### src/rtl/sm4_bus_master.sv
`timescale 1ns/1ps
// sm4_bus_master: streaming-job initiator for the SM4 slave register port.
// Each accepted 128-bit job optionally loads and expands a key, writes the
// mode and data words, starts the core, polls for completion and reads the
// four result words back. All bus and handshake outputs are registered.
module sm4_bus_master #(
  parameter int POLL_MAX    = 1024,
  parameter int KEYEXP_WAIT = 4
) (
  input  logic         iClk,
  input  logic         iReset_n,
  input  logic         iJobValid,
  output logic         oJobReady,
  input  logic [127:0] iJobKey,
  input  logic [127:0] iJobData,
  input  logic         iJobDecrypt,
  input  logic         iJobLoadKey,
  output logic         oResValid,
  input  logic         iResReady,
  output logic [127:0] oResData,
  output logic         oResTimeout,
  output logic         oBusy,
  output logic         oChipSelect_n,
  output logic         oWrite_n,
  output logic         oRead_n,
  output logic [4:0]   oAddress,
  output logic [31:0]  oWrData,
  input  logic [31:0]  iRdData
);

  localparam int PW = (POLL_MAX < 2) ? 1 : $clog2(POLL_MAX + 1);
  localparam int WW = (KEYEXP_WAIT < 2) ? 1 : $clog2(KEYEXP_WAIT + 1);
  localparam logic [PW-1:0] POLL_LAST = PW'(POLL_MAX - 1);
  localparam logic [WW-1:0] WAIT_LAST = WW'(KEYEXP_WAIT - 1);

  localparam logic [4:0] A_KEXP  = 5'd4;
  localparam logic [4:0] A_DATA0 = 5'd5;
  localparam logic [4:0] A_START = 5'd9;
  localparam logic [4:0] A_MODE  = 5'd10;
  localparam logic [4:0] A_RES0  = 5'd11;
  localparam logic [4:0] A_DONE  = 5'd15;
  localparam logic [4:0] A_KRDY  = 5'd16;

  typedef enum logic [3:0] {
    S_IDLE    = 4'd0,
    S_WKEY    = 4'd1,
    S_WKEXP   = 4'd2,
    S_KWAIT   = 4'd3,
    S_KPOLL   = 4'd4,
    S_WMODE   = 4'd5,
    S_WDATA   = 4'd6,
    S_WSTART  = 4'd7,
    S_DPOLL   = 4'd8,
    S_RRES    = 4'd9,
    S_TIMEOUT = 4'd10,
    S_RESP    = 4'd11
  } state_t;

  // Word i of a 128-bit value, word 0 in the most significant position.
  function automatic logic [31:0] word_of(input logic [127:0] v, input logic [1:0] i);
    logic [31:0] w;
    case (i)
      2'd0:    w = v[127:96];
      2'd1:    w = v[95:64];
      2'd2:    w = v[63:32];
      2'd3:    w = v[31:0];
      default: w = 32'd0;
    endcase
    return w;
  endfunction

  state_t          state_r, state_nxt;
  logic [1:0]      idx_r, idx_nxt;
  logic            phase_r, phase_nxt;   // 0: read strobe cycle, 1: capture cycle
  logic [WW-1:0]   wait_r, wait_nxt;
  logic [PW-1:0]   poll_r, poll_nxt;

  logic [127:0]    key_r, data_r;
  logic            dec_r;
  logic [127:0]    key_src_s, data_src_s;
  logic            dec_src_s;
  logic            accept_s;

  logic            cs_n_nxt, wr_n_nxt, rd_n_nxt;
  logic [4:0]      addr_nxt;
  logic [31:0]     wdata_nxt;
  logic [127:0]    res_data_nxt;
  logic            res_valid_nxt, res_timeout_nxt, job_ready_nxt, busy_nxt;

  logic            cs_n_r, wr_n_r, rd_n_r;
  logic [4:0]      addr_r;
  logic [31:0]     wdata_r;
  logic [127:0]    res_data_r;
  logic            res_valid_r, res_timeout_r, job_ready_r, busy_r;

  assign accept_s = iJobValid && job_ready_r;

  // The first bus cycle of a job is issued straight from the job inputs.
  assign key_src_s  = (state_r == S_IDLE) ? iJobKey     : key_r;
  assign data_src_s = (state_r == S_IDLE) ? iJobData    : data_r;
  assign dec_src_s  = (state_r == S_IDLE) ? iJobDecrypt : dec_r;

  // State and sequencing counters.
  always_ff @(posedge iClk or negedge iReset_n) begin
    if (!iReset_n) begin
      state_r <= S_IDLE;
      idx_r   <= 2'd0;
      phase_r <= 1'b0;
      wait_r  <= '0;
      poll_r  <= '0;
    end else begin
      state_r <= state_nxt;
      idx_r   <= idx_nxt;
      phase_r <= phase_nxt;
      wait_r  <= wait_nxt;
      poll_r  <= poll_nxt;
    end
  end

  // Next state: walk the job sequence, decide polls on the capture cycle.
  always_comb begin
    state_nxt = state_r;
    idx_nxt   = idx_r;
    phase_nxt = phase_r;
    wait_nxt  = wait_r;
    poll_nxt  = poll_r;
    case (state_r)
      S_IDLE: begin
        if (accept_s) begin
          idx_nxt   = 2'd0;
          phase_nxt = 1'b0;
          state_nxt = iJobLoadKey ? S_WKEY : S_WMODE;
        end else begin
          state_nxt = S_IDLE;
        end
      end
      S_WKEY: begin
        if (idx_r == 2'd3) begin
          idx_nxt   = 2'd0;
          state_nxt = S_WKEXP;
        end else begin
          idx_nxt = idx_r + 2'd1;
        end
      end
      S_WKEXP: begin
        wait_nxt = '0;
        if (KEYEXP_WAIT == 0) begin
          phase_nxt = 1'b0;
          poll_nxt  = '0;
          state_nxt = S_KPOLL;
        end else begin
          state_nxt = S_KWAIT;
        end
      end
      S_KWAIT: begin
        if (wait_r == WAIT_LAST) begin
          phase_nxt = 1'b0;
          poll_nxt  = '0;
          state_nxt = S_KPOLL;
        end else begin
          wait_nxt = wait_r + WW'(1);
        end
      end
      S_KPOLL, S_DPOLL: begin
        if (!phase_r) begin
          phase_nxt = 1'b1;
        end else begin
          phase_nxt = 1'b0;
          if (iRdData[0]) begin
            idx_nxt   = 2'd0;
            state_nxt = (state_r == S_KPOLL) ? S_WMODE : S_RRES;
          end else if (poll_r == POLL_LAST) begin
            poll_nxt  = poll_r + PW'(1);
            state_nxt = S_TIMEOUT;
          end else begin
            poll_nxt = poll_r + PW'(1);
          end
        end
      end
      S_WMODE: begin
        idx_nxt   = 2'd0;
        state_nxt = S_WDATA;
      end
      S_WDATA: begin
        if (idx_r == 2'd3) begin
          idx_nxt   = 2'd0;
          state_nxt = S_WSTART;
        end else begin
          idx_nxt = idx_r + 2'd1;
        end
      end
      S_WSTART: begin
        phase_nxt = 1'b0;
        poll_nxt  = '0;
        state_nxt = S_DPOLL;
      end
      S_RRES: begin
        if (!phase_r) begin
          phase_nxt = 1'b1;
        end else begin
          phase_nxt = 1'b0;
          if (idx_r == 2'd3) begin
            state_nxt = S_RESP;
          end else begin
            idx_nxt = idx_r + 2'd1;
          end
        end
      end
      S_TIMEOUT: begin
        state_nxt = S_RESP;
      end
      S_RESP: begin
        if (iResReady) begin
          state_nxt = S_IDLE;
        end else begin
          state_nxt = S_RESP;
        end
      end
      default: begin
        state_nxt = S_IDLE;
      end
    endcase
  end

  // Next output values: bus cycle belonging to the upcoming state, result slots.
  always_comb begin
    cs_n_nxt        = 1'b1;
    wr_n_nxt        = 1'b1;
    rd_n_nxt        = 1'b1;
    addr_nxt        = 5'd0;
    wdata_nxt       = 32'd0;
    res_data_nxt    = res_data_r;
    res_valid_nxt   = 1'b0;
    res_timeout_nxt = res_timeout_r;
    job_ready_nxt   = (state_nxt == S_IDLE);
    busy_nxt        = (state_nxt != S_IDLE);

    case (state_nxt)
      S_WKEY: begin
        cs_n_nxt = 1'b0; wr_n_nxt = 1'b0;
        addr_nxt  = {3'd0, idx_nxt};
        wdata_nxt = word_of(key_src_s, idx_nxt);
      end
      S_WKEXP: begin
        cs_n_nxt = 1'b0; wr_n_nxt = 1'b0;
        addr_nxt = A_KEXP;
      end
      S_KPOLL: begin
        if (!phase_nxt) begin
          cs_n_nxt = 1'b0; rd_n_nxt = 1'b0;
          addr_nxt = A_KRDY;
        end else begin
          cs_n_nxt = 1'b1;
        end
      end
      S_WMODE: begin
        cs_n_nxt = 1'b0; wr_n_nxt = 1'b0;
        addr_nxt  = A_MODE;
        wdata_nxt = {31'd0, dec_src_s};
      end
      S_WDATA: begin
        cs_n_nxt = 1'b0; wr_n_nxt = 1'b0;
        addr_nxt  = A_DATA0 + {3'd0, idx_nxt};
        wdata_nxt = word_of(data_src_s, idx_nxt);
      end
      S_WSTART: begin
        cs_n_nxt = 1'b0; wr_n_nxt = 1'b0;
        addr_nxt = A_START;
      end
      S_DPOLL: begin
        if (!phase_nxt) begin
          cs_n_nxt = 1'b0; rd_n_nxt = 1'b0;
          addr_nxt = A_DONE;
        end else begin
          cs_n_nxt = 1'b1;
        end
      end
      S_RRES: begin
        if (!phase_nxt) begin
          cs_n_nxt = 1'b0; rd_n_nxt = 1'b0;
          addr_nxt = A_RES0 + {3'd0, idx_nxt};
        end else begin
          cs_n_nxt = 1'b1;
        end
      end
      default: begin
        cs_n_nxt = 1'b1;
      end
    endcase

    if ((state_r == S_RRES) && phase_r) begin
      case (idx_r)
        2'd0:    res_data_nxt[127:96] = iRdData;
        2'd1:    res_data_nxt[95:64]  = iRdData;
        2'd2:    res_data_nxt[63:32]  = iRdData;
        2'd3:    res_data_nxt[31:0]   = iRdData;
        default: res_data_nxt         = res_data_r;
      endcase
    end else begin
      res_data_nxt = res_data_r;
    end

    if (state_nxt == S_TIMEOUT) begin
      res_data_nxt    = 128'd0;
      res_timeout_nxt = 1'b1;
    end else if ((state_r == S_RESP) && (state_nxt == S_IDLE)) begin
      res_timeout_nxt = 1'b0;
    end else begin
      res_timeout_nxt = res_timeout_r;
    end

    if (state_nxt == S_RESP) begin
      res_valid_nxt = 1'b1;
    end else begin
      res_valid_nxt = 1'b0;
    end
  end

  // Latch job fields at acceptance.
  always_ff @(posedge iClk or negedge iReset_n) begin
    if (!iReset_n) begin
      key_r  <= 128'd0;
      data_r <= 128'd0;
      dec_r  <= 1'b0;
    end else if (accept_s) begin
      key_r  <= iJobKey;
      data_r <= iJobData;
      dec_r  <= iJobDecrypt;
    end
  end

  // Register every externally visible output.
  always_ff @(posedge iClk or negedge iReset_n) begin
    if (!iReset_n) begin
      cs_n_r        <= 1'b1;
      wr_n_r        <= 1'b1;
      rd_n_r        <= 1'b1;
      addr_r        <= 5'd0;
      wdata_r       <= 32'd0;
      res_data_r    <= 128'd0;
      res_valid_r   <= 1'b0;
      res_timeout_r <= 1'b0;
      job_ready_r   <= 1'b1;
      busy_r        <= 1'b0;
    end else begin
      cs_n_r        <= cs_n_nxt;
      wr_n_r        <= wr_n_nxt;
      rd_n_r        <= rd_n_nxt;
      addr_r        <= addr_nxt;
      wdata_r       <= wdata_nxt;
      res_data_r    <= res_data_nxt;
      res_valid_r   <= res_valid_nxt;
      res_timeout_r <= res_timeout_nxt;
      job_ready_r   <= job_ready_nxt;
      busy_r        <= busy_nxt;
    end
  end

  assign oChipSelect_n = cs_n_r;
  assign oWrite_n      = wr_n_r;
  assign oRead_n       = rd_n_r;
  assign oAddress      = addr_r;
  assign oWrData       = wdata_r;
  assign oResData      = res_data_r;
  assign oResValid     = res_valid_r;
  assign oResTimeout   = res_timeout_r;
  assign oJobReady     = job_ready_r;
  assign oBusy         = busy_r;

endmodule

### config.mk
export PLATFORM = sky130hd
export DESIGN_NAME = sm4_bus_master
export DESIGN_NICKNAME = d
export VERILOG_FILES = /design/src/rtl/sm4_bus_master.sv
export SDC_FILE = /design/constraint.sdc
export NUM_CORES = 1
export LEC_CHECK = 0
export ABC_CLOCK_PERIOD_IN_PS = 4950
export CAP_MARGIN = 20
export CORE_MARGIN = 2
export CORE_UTILIZATION = 45
export DETAILED_ROUTE_END_ITERATION = 12
export GPL_ROUTABILITY_DRIVEN = 0
export PLACE_DENSITY = 0.83
export SYNTH_ARGS = -nofsm -noshare
export SYNTH_HDL_FRONTEND = slang
export SYNTH_SLANG_ARGS = --single-unit
### constraint.sdc
create_clock -name iClk -period 4.95 [get_ports iClk]
set_input_delay 0.99 -clock iClk [delete_from_list [all_inputs] [get_ports iClk]]
set_output_delay 0.99 -clock iClk [all_outputs]
set_load 0.01 [all_outputs]
==> impl_metrics.toml <==
[run_status]
run_status = "finished, final reports clean"

[floorplan]
row_cnt = 80
die_y_um = 223.1
placeableCoreArea_mm2 = 0.04755
dieArea_mm2 = 0.04978
floorplan.initialDensity_pct = 45.44
top_level_ports = 466
fp.dieW_um = 223.1

[clock_network]
cts_htree_levels = 2
resized_after_cts = 0
post-cts-setup-buffer-count = 0
tritoncts.num_buffers = 48
clk-insertion-delay-late_ps = 600
clkSinkCount = 450
cts.clk_slew.worst_paths_ps = 60
hold_buffers = 0
cts_tree = "built"
max-clock-path-buffers = 3
cts_root_buffer = "clkbuf_16"

[finish]
fin_nets = 2834
mostFrequentLayoutCell = "clkdlybuf4s50_1"
utilization_pct = 59.86
area_growth_pct = 31.72
drive_gt1_share_pct = 15.87
leading_cell_types_in_the_layout_fill_and_taps_excluded = "clkdlybuf4s50_1, dfrtp_1, nand2_1, mux2_2, a21oi_1"

[logic_synthesis]
synth-seq-cells = 450
syn-num-nets = 2455
syn-cell-area_mm2 = 0.02161
synth_sequential_area_ratio_pct = 52.14
postSynth.topFlopCell = "dfrtp_1"
synth_edf_count = 0
post_synth_num_cell_types = 61
syn_area_per_cell_um2 = 10.06
syn-instance-count = 2148
synth_warnings = 0
synth-async-reset-ratio_pct = 100.0

[timing]
min_period_over_period_pct = 80.63
min_period_ps = 3991
count_of_final_max_slew_check_failures = 0
timing_worst_slew_pin_value_ps = 1167
rsz0062_at_grt = "false"
max_freq_mhz = 250.6
finalSetupTns_ps = 0
worst_slew_margin_rel_pct = 22.20
timing.final.hold_violations = 0
clock-skew-final_ps = 29.18
setup-violations-final = 0
worst_hold_slack_ps = 392.0

[worst_setup_path]
rr_startpoint = "state_r[1]"
rr_worst_depth = 15
criticalPathCategory = "flip-flop to flip-flop"
worst_setup_path_end_kind = "flip-flop"
crit_fanout = 44
critPathRequiredTime_ps = 5480
setup.worst_path.end = "oWrData[12]"
regToRegSetupSlack_ps = 960
critical_path.startpoint = "state_r[1]"
crit-reg2reg-capture = "oWrData[12]"
timing.critical_path.arrival_ps = 4530
start_kind = "flip-flop"

[pwr]
total_power_uw = 18780
static-leakage-power_uw = 0.01213
ir_worst_vdd_mv = 0.5261
cell_pwr_density_mw_per_mm2 = 659.9

[hold_path]
worst_hold_path_type = "input pin to asynchronous set/reset pin"

[global_routing]
global_route.usage.total_pct = 28.70
grt_pass1_vias = 19380
gr-total-overflow = 0
grt_first_pass_wirelength_um = 111100
number_of_antenna_violations_at_the_first_check_in_global_routing = 24
grt_max_degree = 169

[routing]
antenna_violating_nets_post_route = 0
drt-wirelength-per-cell_um = 22.83
detailroute.via_count = 19160
routed_wire_length_um = 72830
drt_pass1_iterations = 6
drt_drc_violations_left = 0
vias_per_cell = 6.006
drt_first_iter_violations = 1998

[placement]
place.detailed.hpwl_um = 50080
port_buffers = 465

[flow_run]
cap_violations = 0
-- through the flow --
step / worst slack, ps / area, um2 / std cells
finish: 959.0 / 28460 / 3190
global placement: 563.4 / 26790 / 3090
CTS: 1023 / 28400 / 3178
global route: 747.8 / 28440 / 3184
detailed placement: 436.5 / 26800 / 3091
floorplan: 1131 / 21610 / 2148
-- synth_stat cells, types with 3 or more instances --
| library cell | number | share of area [%] |
|---|---|---|
| o21ai_0 | 45 | 1.0 |
| a21o_1 | 4 | 0.14 |
| a21oi_1 | 190 | 4.4 |
| or3_1 | 31 | 0.90 |
| a22o_1 | 3 | 0.12 |
| dfstp_2 | 4 | 0.49 |
| nand2_1 | 437 | 7.6 |
| o22ai_1 | 37 | 1.1 |
| a21oi_2 | 9 | 0.36 |
| ha_1 | 13 | 0.75 |
| nor2b_1 | 6 | 0.17 |
| nor2_1 | 117 | 2.0 |
| a21boi_0 | 3 | 0.10 |
| a22oi_1 | 3 | 0.10 |
| inv_1 | 16 | 0.28 |
| nand2b_1 | 5 | 0.14 |
| buf_2 | 17 | 0.39 |
| nor3_1 | 4 | 0.093 |
| buf_6 | 4 | 0.21 |
| mux2_2 | 258 | 13 |
| clkbuf_1 | 153 | 2.7 |
| dfrtp_1 | 446 | 52 |
| nand4_1 | 6 | 0.17 |
| nand3_1 | 103 | 2.4 |
| and3_1 | 8 | 0.23 |
| a221oi_1 | 128 | 5.2 |
| and2_1 | 10 | 0.29 |
| mux2i_1 | 33 | 1.5 |
| xor2_1 | 9 | 0.36 |
| or4_1 | 4 | 0.14 |
| buf_1 | 5 | 0.087 |
-- registers in the layout, indices dropped and copies added (netlist names) --
register,flops
oResData,128
oAddress,5
phase_r,1
idx_r,2
oRead_n,1
oWrite_n,1
oJobReady,1
oChipSelect_n,1
oResTimeout,1
key_r,128
dec_r,1
wait_r,3
oResValid,1
state_r,4
data_r,128
oWrData,32
oBusy,1
poll_r,11
-- cell type report --
type                    instances  area, um2
multi-input cells            1499       9584
well taps                     615      769.5
clock inverters                16      203.9
inverters                      18      67.56
fillers                      3763      19090
flip-flops and latches        450      11270
repair buffers                510       5142
clock buffers                  71       1399
diodes                         11      27.53
-- routing by layer --
metal | vias to the layer above | global-route usage, % | share of wire, %
li1 | 8384 | - | -
met1 | 9500 | 33.39 | 36
met2 | 1036 | 48.19 | 49
met3 | 218 | 8.231 | 9.9
met4 | 20 | 15.18 | 5.3
met5 | - | 0 | 0.19
-- cell families (layout without fill, tap and decap cells) --
group,count (synthesis),in the layout,synth area share (%)
xor gates and xnor gates,9,9,0.3648
buffers and inverters,199,615,3.729
and+or+nand+nor,742,742,14.60
muxes,291,291,14.97
adders and majority gates,13,13,0.7528
other,0,11,0
AOI/OAI and AO/OA,444,444,13.44
DFF,450,450,52.14
-- worst min path at each step --
stage                     slack, ps      endpoint  cells after the start        start
after floorplan                 480   data_r[100]                      1  data_r[100]
after global placement          470   oResTimeout                      1  oResTimeout
after detailed placement        490   oResTimeout                      1  oResTimeout
after CTS                       480   oResData[9]                      1     iReset_n
after global routing            490  oResData[73]                      1     iReset_n
final                           390   oResData[9]                      1     iReset_n
-- critical path, cell delays in order (launching register included) --
cell	delay (ps)
dfrtp_1	660
nor4bb_1	390
buf_4	190
and2_2	260
inv_1	80
o21ai_0	160
a21oi_1	60
buf_4	170
inv_1	130
ha_4	550
buf_4	340
a221oi_1	110
nor2_1	120
a21oi_1	50
o22ai_1	440
or3_1	200
-- power breakdown --
group / leakage, uW / internal [uW] / total (uW) / switching (uW)
sequential: 0.00534 / 5330 / 6310 / 974
clock: 0.000786 / 2170 / 3690 / 1520
combinational: 0.00600 / 3990 / 8780 / 4800
total: 0.0121 / 11500 / 18800 / 7290
Note: power is estimated with default switching activity, not from simulation.
